### src/rtl/inst_fetcher.sv
// Instruction fetch controller: fetches at pc, aligns RVC/32-bit encodings and
// holds one instruction for the decoder until issue; redirects on misprediction.
//
// state | meaning
// IDLE  | first cycle after reset, no request yet
// FETCH | request for pc presented to the icache
// WAIT  | request accepted, awaiting icache_valid
// READY | instruction held in front of the decoder
// DROP  | redirected while waiting; swallow the stale response
module inst_fetcher #(
  parameter logic [31:0] RESET_PC = 32'h0
) (
  input  logic        clk_in,
  input  logic        rst_in,
  input  logic        rdy_in,
  output logic        icache_req,
  output logic [31:0] icache_addr,
  input  logic        icache_valid,
  input  logic [31:0] icache_data,
  output logic        start_decode,
  output logic [31:0] inst,
  output logic [31:0] inst_addr,
  input  logic        issue_signal,
  input  logic [31:0] next_pc,
  input  logic        jalr_stall,
  input  logic        wrong_predicted,
  input  logic [31:0] correct_pc
);

  typedef enum logic [2:0] {IDLE, FETCH, WAIT, READY, DROP} state_t;

  state_t      state;
  logic [31:0] pc;
  logic [31:0] inst_r;
  logic [31:0] inst_addr_r;
  logic [31:0] aligned;

  // The decoder keeps issue_signal low while stalled on JALR, so the hold needs no extra logic.
  logic unused_jalr_stall;
  assign unused_jalr_stall = jalr_stall;

  assign icache_req   = (state == FETCH) && rdy_in && !wrong_predicted;
  assign icache_addr  = pc;
  assign start_decode = (state == READY);
  assign inst         = inst_r;
  assign inst_addr    = inst_addr_r;

  assign aligned = (icache_data[1:0] == 2'b11) ? icache_data : {16'b0, icache_data[15:0]};

  always_ff @(posedge clk_in or negedge rst_in) begin
    if (!rst_in) begin
      state       <= IDLE;
      pc          <= RESET_PC;
      inst_r      <= 32'h0;
      inst_addr_r <= 32'h0;
    end else if (rdy_in) begin
      if (wrong_predicted) begin
        pc <= correct_pc;
        case (state)
          WAIT:    state <= icache_valid ? FETCH : DROP;
          DROP:    state <= DROP;
          default: state <= FETCH;
        endcase
      end else begin
        case (state)
          IDLE:  state <= FETCH;
          FETCH: if (icache_req) state <= WAIT;
          WAIT: begin
            if (icache_valid) begin
              inst_r      <= aligned;
              inst_addr_r <= pc;
              state       <= READY;
            end
          end
          READY: begin
            if (issue_signal) begin
              pc    <= next_pc;
              state <= FETCH;
            end
          end
          DROP:    if (icache_valid) state <= FETCH;
          default: state <= IDLE;
        endcase
      end
    end
  end

endmodule
### config.mk
export PLATFORM = sky130hd
export DESIGN_NAME = inst_fetcher
export DESIGN_NICKNAME = d
export VERILOG_FILES = /design/src/rtl/inst_fetcher.sv
export SDC_FILE = /design/constraint.sdc
export NUM_CORES = 1
export LEC_CHECK = 0
export CAP_MARGIN = 15
export CORE_AREA = 2 2 125 103
export CTS_BUF_LIST = sky130_fd_sc_hd__clkbuf_2
export DETAILED_ROUTE_END_ITERATION = 12
export DIE_AREA = 0 0 127 105
export HOLD_SLACK_MARGIN = 0.02
export MAX_ROUTING_LAYER = met4
export PLACE_DENSITY = 0.77
export SLEW_MARGIN = 30
export SYNTH_ARGS = -nofsm -noshare
export SYNTH_HDL_FRONTEND = slang
export SYNTH_SLANG_ARGS = --single-unit
### constraint.sdc
create_clock -name clk_in -period 1.6 [get_ports clk_in]
set_input_delay 0.32 -clock clk_in [delete_from_list [all_inputs] [get_ports clk_in]]
set_output_delay 0.32 -clock clk_in [all_outputs]
set_load 0.1 [all_outputs]
==> impl_metrics.toml <==
[place]
dpl.hpwl_um = 10300
gp_congestion = 0.798
port_buffers = 199
dp_cells = 715

[clock_tree]
cts_buffers = 9
tritoncts = "done"
clockRootBuffer = "clkbuf_2"
clock_latency_ps = 610
path_clk_slew_ps = 260
clkSinkCount = 99
cts_buffer_depth = 2
cts_max_level = 3

[setup_path]
endpoint = "icache_req"
rr_startpoint = "state[2]$_DFFE_PN0P_"
cp.required_ps = 1280
critPathLaunchType = "input pin"
arrival_ps = 1750
crit_type = "in2out"
rr_worst_depth = 7
crit_path_start = "rdy_in"
end_kind = "output pin"
cp_max_fo = 9
ff2ff_setup_slack_ps = -140
timing.rr.end = "inst[24]$_DFFE_PN0P_"

[yosys]
yosysTopAreaCellShare_pct = 53.9
synth.avg_cell_area_um2 = 12.6
yosysTopAreaCell = "dfrtp_1"
synth-seq-cells = 99
ys.flop_type = "dfrtp_1"
synth_nets = 468
synthTopCellsByCount = "99 x dfrtp_1, 99 x nand3_1, 60 x mux2_4, 32 x a22oi_1, 19 x clkbuf_1"
ys_seq_area_share_pct = 53.9
synth_area_um2 = 4600
syn_inst = 365
ys_types = 29
yosysWarningCount = 0
synth-edff-count = 0
synthArstFlopShare_pct = 100
ys_top_cells_by_area = "dfrtp_1 54%, mux2_4 20%, nand3_1 11%"

[routing]
via_per_inst = 5.25
drt_iter0_markers = 238
first_pass_iters = 5
routedWlPerCell_um = 19.0
antenna_left = 0
drt_wl_total_um = 15500
drc_errors = 0
met1_length_um = 6150
vias = 4259
wl_met2_um = 7600
dr_wl_met3_um = 1430
dr.max_layer_used = "met4"

[die]
num_rows = 36
coreArea_um2 = 12000
die_width_um = 127
num_io_pins = 201
dieHeight_um = 105
dieArea_um2 = 13300
start_util_pct = 38.4

[hold_path]
hold_path_class = "in2async"

[final_layout]
drive_above_1_share_pct = 47.6
syn_to_final_growth_pct = 92.9
fill_cells = 761
fin_cells = 812
final_nets = 757
post-route-util_pct = 74.0

[global_route]
grt.total_usage_pct = 23.4
grt-ovfl-total = 0
grt_pass1_vias = 4394
antenna_found_initial = 0
grt_pass1_wl_um = 23300
grt_max_degree = 100

[flow_run]
drv_cap = 0

[sta]
rsz0062_at_grt = "yes"
setup_viol = 66
clock.fmax_mhz = 482
finalHoldViolations = 0
maxSlewHeadroom_pct = 63.1
fin_ws_ps = -474
skew_ps = 30.8
final.min_clock_period_ps = 2070
setup_tns_ps = -6040
fin_crit_sh_pct = 130
finalMaxSlewViolations = 0
tightest_slew_ps = 554

[power]
power_density_nw_per_um2 = 2340
leakagePower_nw = 4.22
ir_worst_vdd_v = 0.00179

[run_status]
violations = "setup timing"
status = "complete, but fails checks"
==> sequential cells by signal (all words and copies together), names as in the netlist <==
signal,cells
inst_addr,32
inst,32
state,3
icache_addr,32
==> power breakdown <==
part	leakage [nW]	switching, W	internal (W)
Sequential	1.22	0.00110	0.00347
Clock	0.0884	0.000841	0.000655
Combinational	2.91	0.00877	0.00592
Total	4.22	0.0107	0.0100
==> how the worst min path moves through the flow <==
stage,end,cells past startpoint,from,slack [ps]
CTS,icache_addr[2]$_DFFE_PN0P_,3,next_pc[2],190
detailed placement,icache_addr[21]$_DFFE_PN0P_,2,rst_in,430
global route,icache_addr[8]$_DFFE_PN0P_,3,next_pc[8],180
global placement,icache_addr[21]$_DFFE_PN0P_,2,rst_in,410
finish,icache_addr[21]$_DFFE_PN0P_,3,rst_in,230
floorplan,icache_addr[0]$_DFFE_PN0P_,0,rst_in,20
==> layer usage <==
layer	up-vias	GRT usage, %
li1	1926	-
met1	2067	27.9
met2	237	38.0
met3	29	7.89
met4	0	6.83
met5	-	-
==> cell families after synthesis <==
logic type / synth area share [%]
AO/OA/AOI/OAI: 6.21
buffers and inverters: 4.08
flip-flops: 53.9
multiplexers: 20.6
AND/OR/NAND/NOR: 15.2
==> metrics by stage <==
stage	cell area (µm²)	hold WS (ps)	setup slack, ps	power [W]
5_1_grt	8860	175	-550	0.0214
2_1_floorplan	4620	24.4	-332	0.0127
3_5_place_dp	7920	429	-449	0.0182
4_1_cts	8690	186	-492	0.0206
6_report	8870	233	-474	0.0208
3_3_place_gp	7920	414	-428	0.0180
==> repair_timing <==
item                                    in CTS  in global routing
hold buffers                                 1                  0
gates cloned                                 2                  3
pin swaps                                    3                  0
endpoints found under the hold margin       99                  0
endpoints found under the setup margin     130                161
buffers inserted                            63                 13
gates resized for setup                     39                  9
==> final cells by class <==
class	instances	area, µm²	share of cell area (%)
repair buffers	310	4050	45.7
flip-flops and latches	99	2500	28.3
multi-input cells	230	1950	22.0
well taps	152	190	2.15
clock inverters	7	106	1.20
clock buffers	9	45.0	0.508
inverters	4	15.0	0.169
diodes	1	2.50	0.0282
==> cells in the final DEF, fill, tap and decap left out, types with 2 or more instances in the layout <==
cell type / count
clkbuf_16: 2
buf_6: 8
dfrtp_1: 77
dfrtp_2: 22
a22oi_1: 32
buf_4: 86
buf_12: 106
clkdlybuf4s50_1: 100
and3_1: 16
nand3_1: 99
mux2_2: 4
buf_16: 2
buf_8: 5
bufinv_16: 3
a21oi_1: 2
clkbuf_2: 9
clkinv_1: 5
mux2_4: 60
==> critical path, cell delays in order <==
cell             delay [ps]
clkdlybuf4s50_1         480
nor2b_2                 240
buf_4                   210
nor4b_4                 280
buf_12                  220
Power figures use the tool's default switching activity.
==> edit 1 (config.mk and constraints unchanged) <==
Make the reset (`rst_in`) synchronous in one clocked block.
--- a/src/rtl/inst_fetcher.sv
+++ b/src/rtl/inst_fetcher.sv
@@ -47,7 +47,7 @@
 
   assign aligned = (icache_data[1:0] == 2'b11) ? icache_data : {16'b0, icache_data[15:0]};
 
-  always_ff @(posedge clk_in or negedge rst_in) begin
+  always_ff @(posedge clk_in) begin
     if (!rst_in) begin
       state       <= IDLE;
       pc          <= RESET_PC;
Check against the original RTL: differs if rst_in is asserted again (counterexample within 4 cycles, from zero or initial values and one cycle with rst_in low); with rst_in held inactive, the same outputs for 4 cycles.
==> edit 1 against the original RTL <==
- final area shrank 5.0%
- the run still ends with negative setup slack left
- final cell count grew 4.1%
- synthesized cell count grew 27%
- wire length grew 1.5%
- first-iteration DRC count grew 1.3%
- count of clock-buffer cells in the layout is the same
- setup slack gained 150 ps
- sequential cell count is the same
- synthesized area shrank 12%
- global-route usage shrank 3.5 points
- highest routed layer unchanged
- non-clock buffer count shrank 60
Power is left out: it rests on default switching activity, and per cell area and clock period it moved more than threefold.
==> edit 1: results (changes against the original RTL) <==
Status
- status: complete, but fails checks, unchanged
- violations in the final reports: negative setup slack, unchanged

Drt
- Detailed Routing Iterations Pass 1: 4, was 5
- via count: 4,258, was 4,259
- detail-routed net length per standard cell: 18.6 um, was 19.0 um
- DR iter-0 viols: 241, was 238

Clocking
- buffers from clock root to sink, at most: 2, unchanged
- clock edge transition at the registers on the reported setup and hold paths: 300 ps, was 260 ps
- Root Driver: sky130_fd_sc_hd__clkbuf_2, unchanged
- number of buffers created by CTS: 9, unchanged
- number of levels the H-tree was split into: 3, unchanged
- clock latency at the later pin of the worst-skew pair: 550 ps, was 610 ps

Setup path
- last element of the critical path: icache_req, unchanged
- Critical path origin: wrong_predicted, was rdy_in
- reg2reg start: state[2]$_SDFFE_PN0P_, was state[2]$_DFFE_PN0P_
- capturing point of the worst reg2reg path: inst_addr[26]$_SDFFE_PN0P_, was inst[24]$_DFFE_PN0P_
- count of cells along the worst register-to-register path: 8, was 7
- largest fanout of any net on the critical path: 4, was 9
- flop-to-flop setup slack: -250 ps, was -140 ps

Timing
- setup slack of the critical path after layout: -319 ps, was -474 ps
- Worst Max-Slew Pin Slew: 544 ps, was 554 ps
- final setup violation count: 99, was 66
- setup_tns: -18,480 ps, was -6040 ps
- largest clock skew in the final design: 36.5 ps, was 30.8 ps
- part of the cycle the worst path needs: 120%, was 130%

Yosys
- syn_nets: 568, was 468
- Yosys warning count: 0, unchanged
- library cells used by synthesis: 30, was 29
- largest cells by area after synthesis: sky130_fd_sc_hd__dfxtp_1 (49%), sky130_fd_sc_hd__a21boi_1 (14%), sky130_fd_sc_hd__nand2_1 (14%), was sky130_fd_sc_hd__dfrtp_1 (54%), sky130_fd_sc_hd__mux2_4 (20%), sky130_fd_sc_hd__nand3_1 (11%)
- commonest cells in the synthesized netlist: sky130_fd_sc_hd__nand2_1 (147), sky130_fd_sc_hd__dfxtp_1 (99), sky130_fd_sc_hd__a21boi_1 (74), was sky130_fd_sc_hd__dfrtp_1 (99), sky130_fd_sc_hd__nand3_1 (99), sky130_fd_sc_hd__mux2_4 (60)
- FFs w/ async S/R, synth: 0%, was 100%
- sequential-to-total area share from yosys stat: 49.3%, was 53.9%
- most used flip-flop cell after synthesis: sky130_fd_sc_hd__dfxtp_1, was sky130_fd_sc_hd__dfrtp_1

Global route
- number of antenna violations at the first check in global routing: 1, was 0
- Tot GR Track Use: 20.0%, was 23.4%
- global-route wire length before repair: 20,900 um, was 23,300 um
- number of global-route vias before repair: 4,162, was 4,394
- largest net degree at the start of global routing: 57, was 100

Final layout
- number of fill cells: 835, was 761
- fraction of layout instances using a drive strength above 1: 49.9%, was 47.6%
- Net count, final: 790, was 757

Job
- Max Cap Viol: 0, unchanged

Hold path
- hold path start: rst_in
- worst hold path class: in2reg, was in2async

Placement
- Routability Congestion: 0.855, was 0.798
- I/O Buffers: 199, unchanged
- sum of net half-perimeters after detailed placement: 9860 um, was 10,300 um
- Placed Area: 0.00730 sq mm, was 0.00792 sq mm

[edit 1: metrics by stage]
| step | instances | hold slack [ps] | setup slack, ps |
|---|---|---|---|
| after detailed placement | 799 | 485 | -363 |
| after CTS | 819 | 25.2 | -341 |
| after global routing | 845 | 35.4 | -384 |
| after floorplan | 465 | 455 | -273 |
| after global placement | 799 | 475 | -311 |
| final | 845 | 81.6 | -319 |
[edit 1: how the worst min path moves through the flow]
| stage | end | depth (start not counted) | slack (ps) |
|---|---|---|---|
| floorplan | inst[0]$_SDFFE_PN0P_ | 2 | 450 |
| global placement | inst[31]$_SDFFE_PN0P_ | 2 | 470 |
| detailed placement | inst[10]$_SDFFE_PN0P_ | 2 | 480 |
| CTS | state[1]$_SDFFE_PN0P_ | 3 | 30 |
| global route | state[1]$_SDFFE_PN0P_ | 3 | 40 |
| finish | state[1]$_SDFFE_PN0P_ | 3 | 80 |
[edit 1: what timing repair did]
action                                  in CTS  in global routing
gates cloned                                 0                 17
setup buffers                                4                  8
endpoints found under the setup margin      10                126
gates resized for setup                     28                194
pin swaps                                    4                 97
[edit 1: layer usage]
layer	wire length, um	vias up	GRT usage (%)
met5	0	-	-
met4	196	0	6.91
met3	747	12	3.69
met2	8080	128	34.1
met1	6670	2085	23.7
li1	-	2033	-
[edit 1: worst max-delay path, cell delays in order]
cell and delay [ps]:
sky130_fd_sc_hd__clkdlybuf4s50_1 430, sky130_fd_sc_hd__nand2b_4 160, sky130_fd_sc_hd__buf_6 140, sky130_fd_sc_hd__nor4b_4 320, sky130_fd_sc_hd__buf_12 210
[edit 1: kinds of logic after synthesis]
family,synth area share [%]
compound gates,26.0
buf+inv,4.67
flops,49.3
mux,0.249
simple gates,19.8
[edit 1: cell type report]
cell class	count	area, sq um	share of cell area (%)
well taps	152	190	2.26
repair buffers	250	3730	44.3
clock buffers	9	45.0	0.535
flip-flops and latches	99	2090	24.9
clock inverters	7	75.1	0.892
inverters	2	7.51	0.0892
diodes	1	2.50	0.0297
multi-input cells	325	2280	27.0
==> edit 2 (same settings) <==
Made on the original files. The 5 states of `state_t` get a one-hot encoding in 5 bits.
--- a/src/rtl/inst_fetcher.sv
+++ b/src/rtl/inst_fetcher.sv
@@ -27,7 +27,7 @@
   input  logic [31:0] correct_pc
 );
 
-  typedef enum logic [2:0] {IDLE, FETCH, WAIT, READY, DROP} state_t;
+  typedef enum logic [4:0] {IDLE = 5'b00001, FETCH = 5'b00010, WAIT = 5'b00100, READY = 5'b01000, DROP = 5'b10000} state_t;
 
   state_t      state;
   logic [31:0] pc;
Formal check against the unedited RTL: no difference found for any inputs over 4 cycles, from zero or initial values and one cycle with rst_in low; so few cycles prove little.
==> edit 2 against the original RTL <==
- the run still ends with negative setup slack left
- via count shrank 5.4%
- power is 11% lower
- register-to-register slack worse by 410 ps
- count of clock-buffer cells in the layout grew 1
- synthesized cell count is 1.1% lower
- clock skew increased by 5.1 ps
- combinational power is 14% lower
- final area rose by 4.7%
- setup slack worse by 260 ps
- fmax is 11% lower
- non-clock buffer count is 17 higher
- wire length shrank 3.3%
- synthesized area is 4.7% lower
- sequential cell count up 2
- largest cell class unchanged
- largest power group unchanged
==> edit 2: results (changes against the original RTL) <==
Yosys
- commonest cells in the synthesized netlist: sky130_fd_sc_hd__dfrtp_1 (100), sky130_fd_sc_hd__mux2_2 (45), sky130_fd_sc_hd__nor2_1 (35), was sky130_fd_sc_hd__dfrtp_1 (99), sky130_fd_sc_hd__nand3_1 (99), sky130_fd_sc_hd__mux2_4 (60)
- library cells used by synthesis: 34, was 29
- share of the synthesized area in the top cell type: 57.1%, was 53.9%
- sequential-to-total area share from yosys stat: 57.7%, was 53.9%
- largest cells by area after synthesis: sky130_fd_sc_hd__dfrtp_1 (57%), sky130_fd_sc_hd__mux2_2 (12%), sky130_fd_sc_hd__mux2i_1 (7.3%), was sky130_fd_sc_hd__dfrtp_1 (54%), sky130_fd_sc_hd__mux2_4 (20%), sky130_fd_sc_hd__nand3_1 (11%)
- syn_nets: 464, was 468
- FFs w/ async S/R, synth: 100%, unchanged

Drt
- Detailed Routing Iterations Pass 1: 4, was 5
- Via-to-Cell Ratio: 4.86, was 5.25
- DR iter-0 viols: 166, was 238

Global route
- number of global-route vias before repair: 4,278, was 4,394
- largest net degree at the start of global routing: 102, was 100
- global-route wire length before repair: 23,000 um, was 23,300 um

Placement
- Placed Area: 0.00799 sq mm, was 0.00792 sq mm
- Routability Congestion: 0.830, was 0.798

Setup path
- reg2reg start: state[1]$_DFFE_PN0P_, was state[2]$_DFFE_PN0P_
- largest fanout of any net on the critical path: 2, was 9
- worst-path cell with the longest stage delay: sky130_fd_sc_hd__dfrtp_1, was sky130_fd_sc_hd__clkdlybuf4s50_1
- startpoint class of the critical path: flop, was input port
- Critical Path Max Stage Delay: 450 ps, was 480 ps

Final layout
- fraction of layout instances using a drive strength above 1: 49.7%, was 47.6%
- number of fill cells: 728, was 761
- Net count, final: 776, was 757
- Inserted Diodes: 0, was 1

Timing
- setup_tns: -38,380 ps, was -6040 ps
- largest clock skew in the final design: 36.0 ps, was 30.8 ps
- setup slack of the critical path after layout: -729 ps, was -474 ps
- final setup violation count: 103, was 66
- worst slew margin relative to its limit: 62.8%, was 63.1%

Clocking
- clock latency at the later pin of the worst-skew pair: 570 ps, was 610 ps

Power and ir drop
- switching power: 9.39 mW, was 10.7 mW
- IR Drop Worst-Case VDD: 1.40 mV, was 1.79 mV
- standby leakage power: 4.24 nW, was 4.22 nW

Hold path
- worst hold path class: in2reg, was in2async

Status
- status: complete, but fails checks, unchanged
- violations in the final reports: negative setup slack, unchanged

-- edit 2: changes by cell type in the layout (fill, tap and decap cells not counted), sizes merged, moves of 17 or more --
cell / unedited run / this run
mux2i: 0 / 32
a22oi: 32 / 1
nor2: 1 / 35
buf: 207 / 225
nand3: 99 / 16
a21oi: 2 / 34
o21ai: 0 / 18
inv: 2 / 19
-- edit 2: per-stage QoR --
stage	util [%]	std cells	total power, mW	hold slack [ps]
finish	77.4	830	18.5	284
detailed placement	66.7	717	16.2	434
global placement	66.7	717	16.0	421
CTS	76.2	812	18.3	239
global route	77.4	830	19.0	208
floorplan	-	361	11.4	24.4
-- edit 2: cell families after synthesis --
logic type	synth area share (%)
DFF	57.7
muxes	19.9
and+or+nand+nor	7.91
AOI/OAI and AO/OA	8.22
buffers and inverters	5.45
xor gates and xnor gates	0.800
-- edit 2: worst max-delay path, delay by kind of cell, from the launching register on --
family                 cells  cell delay (ps)
buffers and inverters      3              460
flip-flops                 1              450
AND/OR/NAND/NOR            2              540
-- edit 2: metal layers --
layer | vias to the layer above | GRT usage [%] | routed length (um)
met5 | - | - | 0
met4 | 0 | 7.22 | 437
met3 | 38 | 5.58 | 829
met2 | 144 | 37.9 | 7570
met1 | 1975 | 27.9 | 6110
li1 | 1874 | - | -
-- edit 2: area by class of cell --
type | instances | area, sq um | share of cell area (%)
Multi-Input combinational cell | 215 | 2000 | 21.6
Clock buffer | 10 | 50.0 | 0.539
Inverter | 19 | 71.3 | 0.769
Clock inverter | 6 | 111 | 1.20
Timing Repair Buffer | 327 | 4320 | 46.6
Sequential cell | 101 | 2530 | 27.3
Tap cell | 152 | 190 | 2.05
-- edit 2: power by group through the flow --
stage	Sequential [mW]	Clock [mW]	Combinational, mW
CTS	4.37	1.57	12.3
global placement	4.43	0	11.6
finish	4.37	1.53	12.6
global route	4.47	1.68	12.9
detailed placement	4.46	0	11.7
floorplan	9.94	0	1.46
-- edit 2: worst paths after layout --
check,endpoint,cells past startpoint
max,start_decode,5
max in group asynchronous,icache_addr[17]$_DFFE_PN0P_,3
min reg2reg,inst[27]$_DFFE_PN0P_,2
max reg2reg,icache_addr[28]$_DFFE_PN0P_,10
min in group asynchronous,inst_addr[30]$_DFFE_PN0P_,3
min,inst[25]$_DFFE_PN0P_,3
-- edit 2: timing repair --
| action | 4_1_cts | 5_1_grt |
|---|---|---|
| endpoints found under the hold margin | 100 | 0 |
| gates resized for setup | 45 | 21 |
| endpoints found under the setup margin | 149 | 192 |
| setup buffers | 68 | 25 |
| cloned | 10 | 2 |
| pin swaps | 7 | 2 |
| hold buffers | 1 | 0 |
